`src/rtl/hs_tx_arbiter.sv`:
```
// hs_tx_arbiter: round-robin arbiter feeding one byte per grant to a handshake sender,
// with per-transfer timeout, sticky error flag and a wrapping success counter.
module hs_tx_arbiter #(
  parameter int unsigned TIMEOUT = 64
) (
  input  logic        aclk,
  input  logic        arst,
  input  logic [3:0]  req,
  input  logic [31:0] reqdata,
  input  logic        aready,
  input  logic        anxtdata,
  output logic [7:0]  adatain,
  output logic        asend,
  output logic [3:0]  grant,
  output logic [3:0]  done,
  output logic        timeout,
  output logic        err,
  output logic [15:0] xfer_cnt
);
  typedef enum logic [1:0] {IDLE, SEND, WAIT} state_e;
  localparam logic [7:0] LAST = 8'(TIMEOUT - 1);
  state_e      state_q;
  logic [1:0]  ptr_q, own_q, win_d;
  logic [7:0]  wcnt_q, data_q;
  logic [3:0]  grant_q, done_q;
  logic        asend_q, timeout_q, err_q;
  logic [15:0] cnt_q;
  // Walk offsets high to low so the lowest offset from ptr wins.
  always_comb begin
    win_d = ptr_q;
    for (int k = 3; k >= 0; k--)
      if (req[ptr_q + 2'(k)]) win_d = ptr_q + 2'(k);
  end
  always_ff @(posedge aclk or posedge arst) begin
    if (arst) begin
      state_q   <= IDLE;
      ptr_q     <= '0;
      own_q     <= '0;
      wcnt_q    <= '0;
      data_q    <= '0;
      grant_q   <= '0;
      done_q    <= '0;
      asend_q   <= 1'b0;
      timeout_q <= 1'b0;
      err_q     <= 1'b0;
      cnt_q     <= '0;
    end else begin
      asend_q   <= 1'b0;
      done_q    <= '0;
      timeout_q <= 1'b0;
      case (state_q)
        IDLE: if (aready && |req) begin
          own_q   <= win_d;
          grant_q <= 4'b0001 << win_d;
          data_q  <= reqdata[8*win_d +: 8];
          asend_q <= 1'b1;
          state_q <= SEND;
        end
        SEND: begin
          wcnt_q  <= '0;
          state_q <= WAIT;
        end
        WAIT: begin
          wcnt_q <= wcnt_q + 8'd1;
          if (anxtdata || wcnt_q == LAST) begin
            grant_q <= '0;
            ptr_q   <= own_q + 2'd1;
            state_q <= IDLE;
            if (anxtdata) begin
              done_q <= grant_q;
              cnt_q  <= cnt_q + 16'd1;
            end else begin
              timeout_q <= 1'b1;
              err_q     <= 1'b1;
            end
          end
        end
        default: state_q <= IDLE;
      endcase
    end
  end
  assign adatain  = data_q;
  assign asend    = asend_q;
  assign grant    = grant_q;
  assign done     = done_q;
  assign timeout  = timeout_q;
  assign err      = err_q;
  assign xfer_cnt = cnt_q;
endmodule
```
`config.mk`:
```
export PLATFORM = sky130hd
export DESIGN_NAME = hs_tx_arbiter
export DESIGN_NICKNAME = d
export VERILOG_FILES = /design/src/rtl/hs_tx_arbiter.sv
export SDC_FILE = /design/constraint.sdc
export NUM_CORES = 1
export LEC_CHECK = 0
export CELL_PAD_IN_SITES_DETAIL_PLACEMENT = 1
export CELL_PAD_IN_SITES_GLOBAL_PLACEMENT = 1
export CORE_UTILIZATION = 30
export CTS_CLUSTER_SIZE = 10
export DETAILED_ROUTE_END_ITERATION = 16
export GPL_TIMING_DRIVEN = 0
export PLACE_DENSITY_LB_ADDON = 0.1
export SLEW_MARGIN = 40
export SYNTH_ARGS = -nofsm -noshare
export SYNTH_HDL_FRONTEND = slang
export SYNTH_SLANG_ARGS = --single-unit
export TNS_END_PERCENT = 5
```
`constraint.sdc`:
```
create_clock -name aclk -period 4.14 [get_ports aclk]
set_input_delay 1.035 -clock aclk [delete_from_list [all_inputs] [get_ports aclk]]
set_output_delay 1.035 -clock aclk [all_outputs]
set_load 0.005 [all_outputs]
```
; Word-level counts from Yosys, hierarchy flattened
; Index checks and enable logic that the tools add are counted.
[word_totals]
regBits = 49
output_inout_bits = 35
[classes]
order_cmp = 4
n_eq_ne = 5
n_addsub = 6
bitwise_logic = 1
n_mux = 27
shifts = 2
reduce_logical = 12
[op_table]
columns = operator, n
row1 = $shiftx 32x6->8, 1
row2 = $mux 4, 5
row3 = $add 16x1->16 const B, 1
row4 = $pmux 8 s2, 1
row5 = $lt 2x3->1 const B, 4
row6 = $mux 2, 6
row7 = $mux 1, 9
row8 = $reduce_and 3->1, 3
row9 = $add 8x1->8 const B, 1
row10 = $bmux 1 s2, 4
row11 = $eq 8x6->1 const B, 1
row12 = $pmux 4 s2, 1
row13 = $pmux 2 s3, 1
row14 = $reduce_and 2->1, 3
row15 = $add 2x1->2 const B, 2
row16 = $add 2x2->2 const B, 2
row17 = $ne 2x2->1 const B, 2
row18 = $reduce_bool 2->1, 2
row19 = $reduce_or 4->1, 1
row20 = $shl 1x2->4 const A, 1
row21 = $eq 2x1->1 const B, 1
row22 = $eq 2x2->1 const B, 1
row23 = $logic_not 2->1, 1
row24 = $logic_and 1x1->1, 1
row25 = 2 further kinds, 2

; Logic depth before layout (Yosys ltp)
[depth]
word_depth = 10
depth_mapped = 7

; Worst setup path after synthesis
; OpenSTA, ideal clock, no wires.
[synth_timing]
path_type = input to register
startpoint = in req[3]
endpoint = reg data_q[1] (netlist: adatain[1])
path_slack_ns = 1.535
stages = 7
setup_time_ns = 0.126
arrival_time_ns = 2.479
path_cell_list = buf_4 -> nor2b_4 -> a2111o_1 -> buf_6 -> nand2_8 -> mux2_4 -> a221o_1
[synth_between]
elab_chain_cells = 7
elab_cells_between_ends = 16
cone_classes = shift: 1 / mux: 12 / reduce/logical: 3
[synth_rtl]
columns = element, line_no
row1 = from (decl), 8  ; input logic [3:0] req,
row2 = $bmux 1 s2, 32  ; if (req[ptr_q + 2'(k)]) win_d = ptr_q + 2'(k);
row3 = $mux 1 (implied by the code), 32
row4 = $mux 2 (4 in a row), 32
row5 = $shiftx 32x6->8, 55  ; data_q <= reqdata[8*win_d +: 8];
row6 = to (signal assigned), 55
row7 = to (decl), 24  ; logic [7:0] wcnt_q, data_q;
; Several ways; a longest one is shown, not always the timed one. The select of a mux whose other input is x is not followed.
; A chain may end at the register's enable or synchronous reset.

; Worst setup path in the final report
[layout_timing]
startpoint = in req[0]
endpoint = reg data_q[2] (netlist: adatain[2])
; The elaborated chain is that of the path after synthesis.

==> impl_metrics.csv <==
group,metric,value,unit
clocking,cts_setup_buffers,0,
clocking,clock_path_buffers,2,
logic_synthesis,synth_area,0.00250,mm²
detailed_routing,dr.pass1.iters,4,
layout,syn2layout_area_growth,39.0,%
global_route,grt_pass1_vias,2216,
logic_synthesis,synthXorXnorAreaFrac,5.60,%
global_route,grt_max_degree,36,
logic_synthesis,synth_top_area_share,49.0,%
logic_synthesis,synth_edf_count,0,
power_and_ir_drop,clkPwrFrac,17.5,%
layout,final_util,44.1,%
clocking,clockRootBuffer,"clkbuf_8",
power_and_ir_drop,power_density,498,mW/mm²
clocking,cts_tree,"yes",
power_and_ir_drop,peakVddDrop,0.177,mV
power_and_ir_drop,p_seq_share,39.5,%
clocking,path_clk_slew,0.10,ns
floorplanning,die_area,0.00872,mm²
clocking,cts.repair.resized,0,
layout,final_nets,357,
timing,hold_viol_final,0,
layout,n_antenna_cell,0,
clocking,cts_buffers,5,
timing,rsz0062_at_grt,"false",
timing,setup_violations,0,
placed_design,dp_hpwl,4.74,mm
logic_synthesis,synthArstFlopShare,100,%
floorplanning,die_h,93.4,µm
layout,multi_input_comb_area,0.00121,mm²
timing,fin_crit,2.96,ns
layout,layout-drive-gt1-share,10.2,%
global_route,overflow,0,
timing,setup-tns-final,0,ns
floorplanning,die_w,93.4,µm
logic_synthesis,synth_simple_gate_area_share,16.6,%
power_and_ir_drop,swShare,35.5,%
clocking,clock_latency,0.31,ns
timing,drv_slew,0,
setup_path,worstSetupPathType,"input pin to flip-flop",
logic_synthesis,ys_ff_latch,49,
layout,fillCellCount,893,
timing,fmax,338,MHz
placed_design,gp_congestion,0.743,
job,drv_cap,0,
logic_synthesis,synth_area_per_cell,10.8,µm²
power_and_ir_drop,power_switching,615,µW
logic_synthesis,yosys_warnings,0,
layout,instances_no_fill,415,
logic_synthesis,synth_top_family_by_area,"compound AO/OA/AOI/OAI gates",
logic_synthesis,synth-main-ff-cell,"dfrtp_1",
setup_path,worstPathMaxFanout,8,
detailed_routing,routed_wirelength,6.40,mm
logic_synthesis,synth_compound_area_share,18.0,%
floorplanning,row_count,32,
power_and_ir_drop,comb_power_share,43.0,%
detailed_routing,wl_per_cell,15.4,µm
clocking,postCtsHoldBufs,0,
power_and_ir_drop,leakage,1.46,nW
global_route,grt_pass1_wl,11.2,mm
timing,tightestPinTransition,0.776,ns
setup_path,start_kind,"input pin",
detailed_routing,vias,2091,
timing,finalCritPeriodShare,71.5,%
setup_path,critPathCaptureType,"flip-flop",
timing,maxSlewHeadroom,48.0,%
logic_synthesis,yosysSeqAreaShare,49.0,%
logic_synthesis,synthMuxAreaShare,5.65,%
global_route,grt_use_total,16.6,%
detailed_routing,drt-vias-per-instance,5.04,
placed_design,port-buffer-count,73,
logic_synthesis,synthCells,231,
power_and_ir_drop,p_int,1.12,mW
timing,finClkSkew,0.00898,ns
setup_path,cp_data_required_time,4.33,ns
setup_path,critPathArrivalTime,3.15,ns
floorplanning,core,0.00789,mm²
detailed_routing,antenna_left,0,
run_status,status,"finished, final reports clean",
global_route,antenna_found_initial,0,
clocking,htree_levels,2,
logic_synthesis,synthDistinctLibCells,52,
logic_synthesis,syn-num-nets,276,
detailed_routing,drtIter0Drc,47,
logic_synthesis,yosysTopAreaCell,"dfrtp_1",
clocking,cts.sinks,49,
floorplanning,num_io_pins,75,
min_path,hold_class,"flip-flop to flip-flop",
layout,layout.area.seq,0.00123,mm²
logic_synthesis,synth_fa_ha_area_share,2.50,%
logic_synthesis,synth_area_leaders,"dfrtp_1 (49%), xnor2_1 (4.9%), mux2_4 (4.8%)",
placed_design,dpl.cell_count,407,
detailed_routing,drc,0,
floorplanning,initial_core_util,31.7,%
-- critical path, stage by stage --
cell and delay [ns]:
clkdlybuf4s50_1 0.55, and2b_2 0.30, o21ba_1 0.21, o31ai_2 0.64
a21oi_1 0.12, a221o_1 0.30
-- registers in the layout, summed over array words and instances, names as in the netlist --
| register | flops |
|---|---|
| grant | 4 |
| wcnt_q | 8 |
| own_q | 2 |
| xfer_cnt | 16 |
| ptr_q | 2 |
| asend | 1 |
| timeout | 1 |
| state_q | 2 |
| err | 1 |
| done | 4 |
| adatain | 8 |
-- final timing paths --
| path | start | endpoint | slack, ns | cells after the start |
|---|---|---|---|---|
| worst min register to register | err | err | 0.48 | 1 |
| min in group asynchronous | arst | done[2] | 0.99 | 2 |
| max in group asynchronous | arst | grant[2] | 2.71 | 3 |
| worst min-delay path | err | err | 0.48 | 1 |
| worst max-delay path | req[0] | adatain[2] | 1.18 | 6 |
| worst max register to register | ptr_q[1] | adatain[6] | 2.04 | 6 |
-- area by class of cell --
class | instances | area share [%]
Buffer | 5 | 1.01
Inverter | 8 | 0.935
Timing Repair Buffer | 74 | 21.6
Clock inverter | 2 | 0.395
Sequential cell | 49 | 35.2
Multi-Input combinational cell | 169 | 34.8
Clock buffer | 6 | 2.37
Tap cell | 102 | 3.67
-- metal layers --
layer | vias up | track usage (%) | routed length, µm
li1 | 1009 | - | -
met1 | 1020 | 21.4 | 2940
met2 | 57 | 26.9 | 3020
met3 | 5 | 4.72 | 349
met4 | 0 | 5.51 | 88
met5 | - | 0 | 0
-- placed cells by master, fill, tap and decap left out, types with 3 or more instances in the layout --
master and count:
or3_1 3, nand3_1 19, nand4_1 3, inv_1 6, and3_1 6, xnor2_1 14
a21oi_1 12, nor2b_1 3, ha_1 5, a221o_1 8, nor2_1 8, o2bb2ai_1 4
o21ai_0 12, nand2_1 22, clkdlybuf4s50_1 73, clkbuf_8 6, o21ai_1 6, dfrtp_1 49
mux2_4 8
-- per-stage QoR --
stage                     hold WS [ns]  total power [mW]  instance area, µm²  setup slack, ns
final                            0.477              1.73                3480             1.18
after global routing             0.516              1.87                3480             1.14
after global placement           0.449              1.43                3360            0.896
after floorplan                  0.458              1.12                2500             1.54
after detailed placement         0.461              1.45                3380            0.891
after CTS                        0.484              1.76                3480             1.22
-- power by group through the flow --
stage / sequential [mW] / combinational, mW / clock (mW)
2_1_floorplan: 0.682 / 0.437 / 0
3_3_place_gp: 0.693 / 0.740 / 0
3_5_place_dp: 0.692 / 0.758 / 0
4_1_cts: 0.686 / 0.759 / 0.314
5_1_grt: 0.702 / 0.831 / 0.342
6_report: 0.684 / 0.745 / 0.303
-- cell families (layout without fill, tap and decap cells) --
family	Yosys count	in the layout
flip-flops	49	49
multiplexers	10	10
AO/OA/AOI/OAI	61	61
XOR/XNOR	16	16
AND/OR/NAND/NOR	77	77
buffers and inverters	13	95
adder cells (fa/ha/maj)	5	5
-- synthesized netlist by cell type (2+ instances only) --
cell type and n:
a21oi_1 12, a221o_1 8, a32o_1 2, and2_1 2, and3_1 6, buf_4 2, dfrtp_1 49, ha_1 5
inv_1 7, mux2_4 8, nand2_1 22, nand3_1 19, nand4_1 3, nor2_1 8, nor2b_1 3, nor4_1 2
o21a_1 2, o21ai_0 12, o21ai_1 6, o2bb2ai_1 4, o31ai_1 2, or3_1 3, xnor2_1 14, xor2_1 2
No activity file was read; power rests on OpenSTA's default activity.
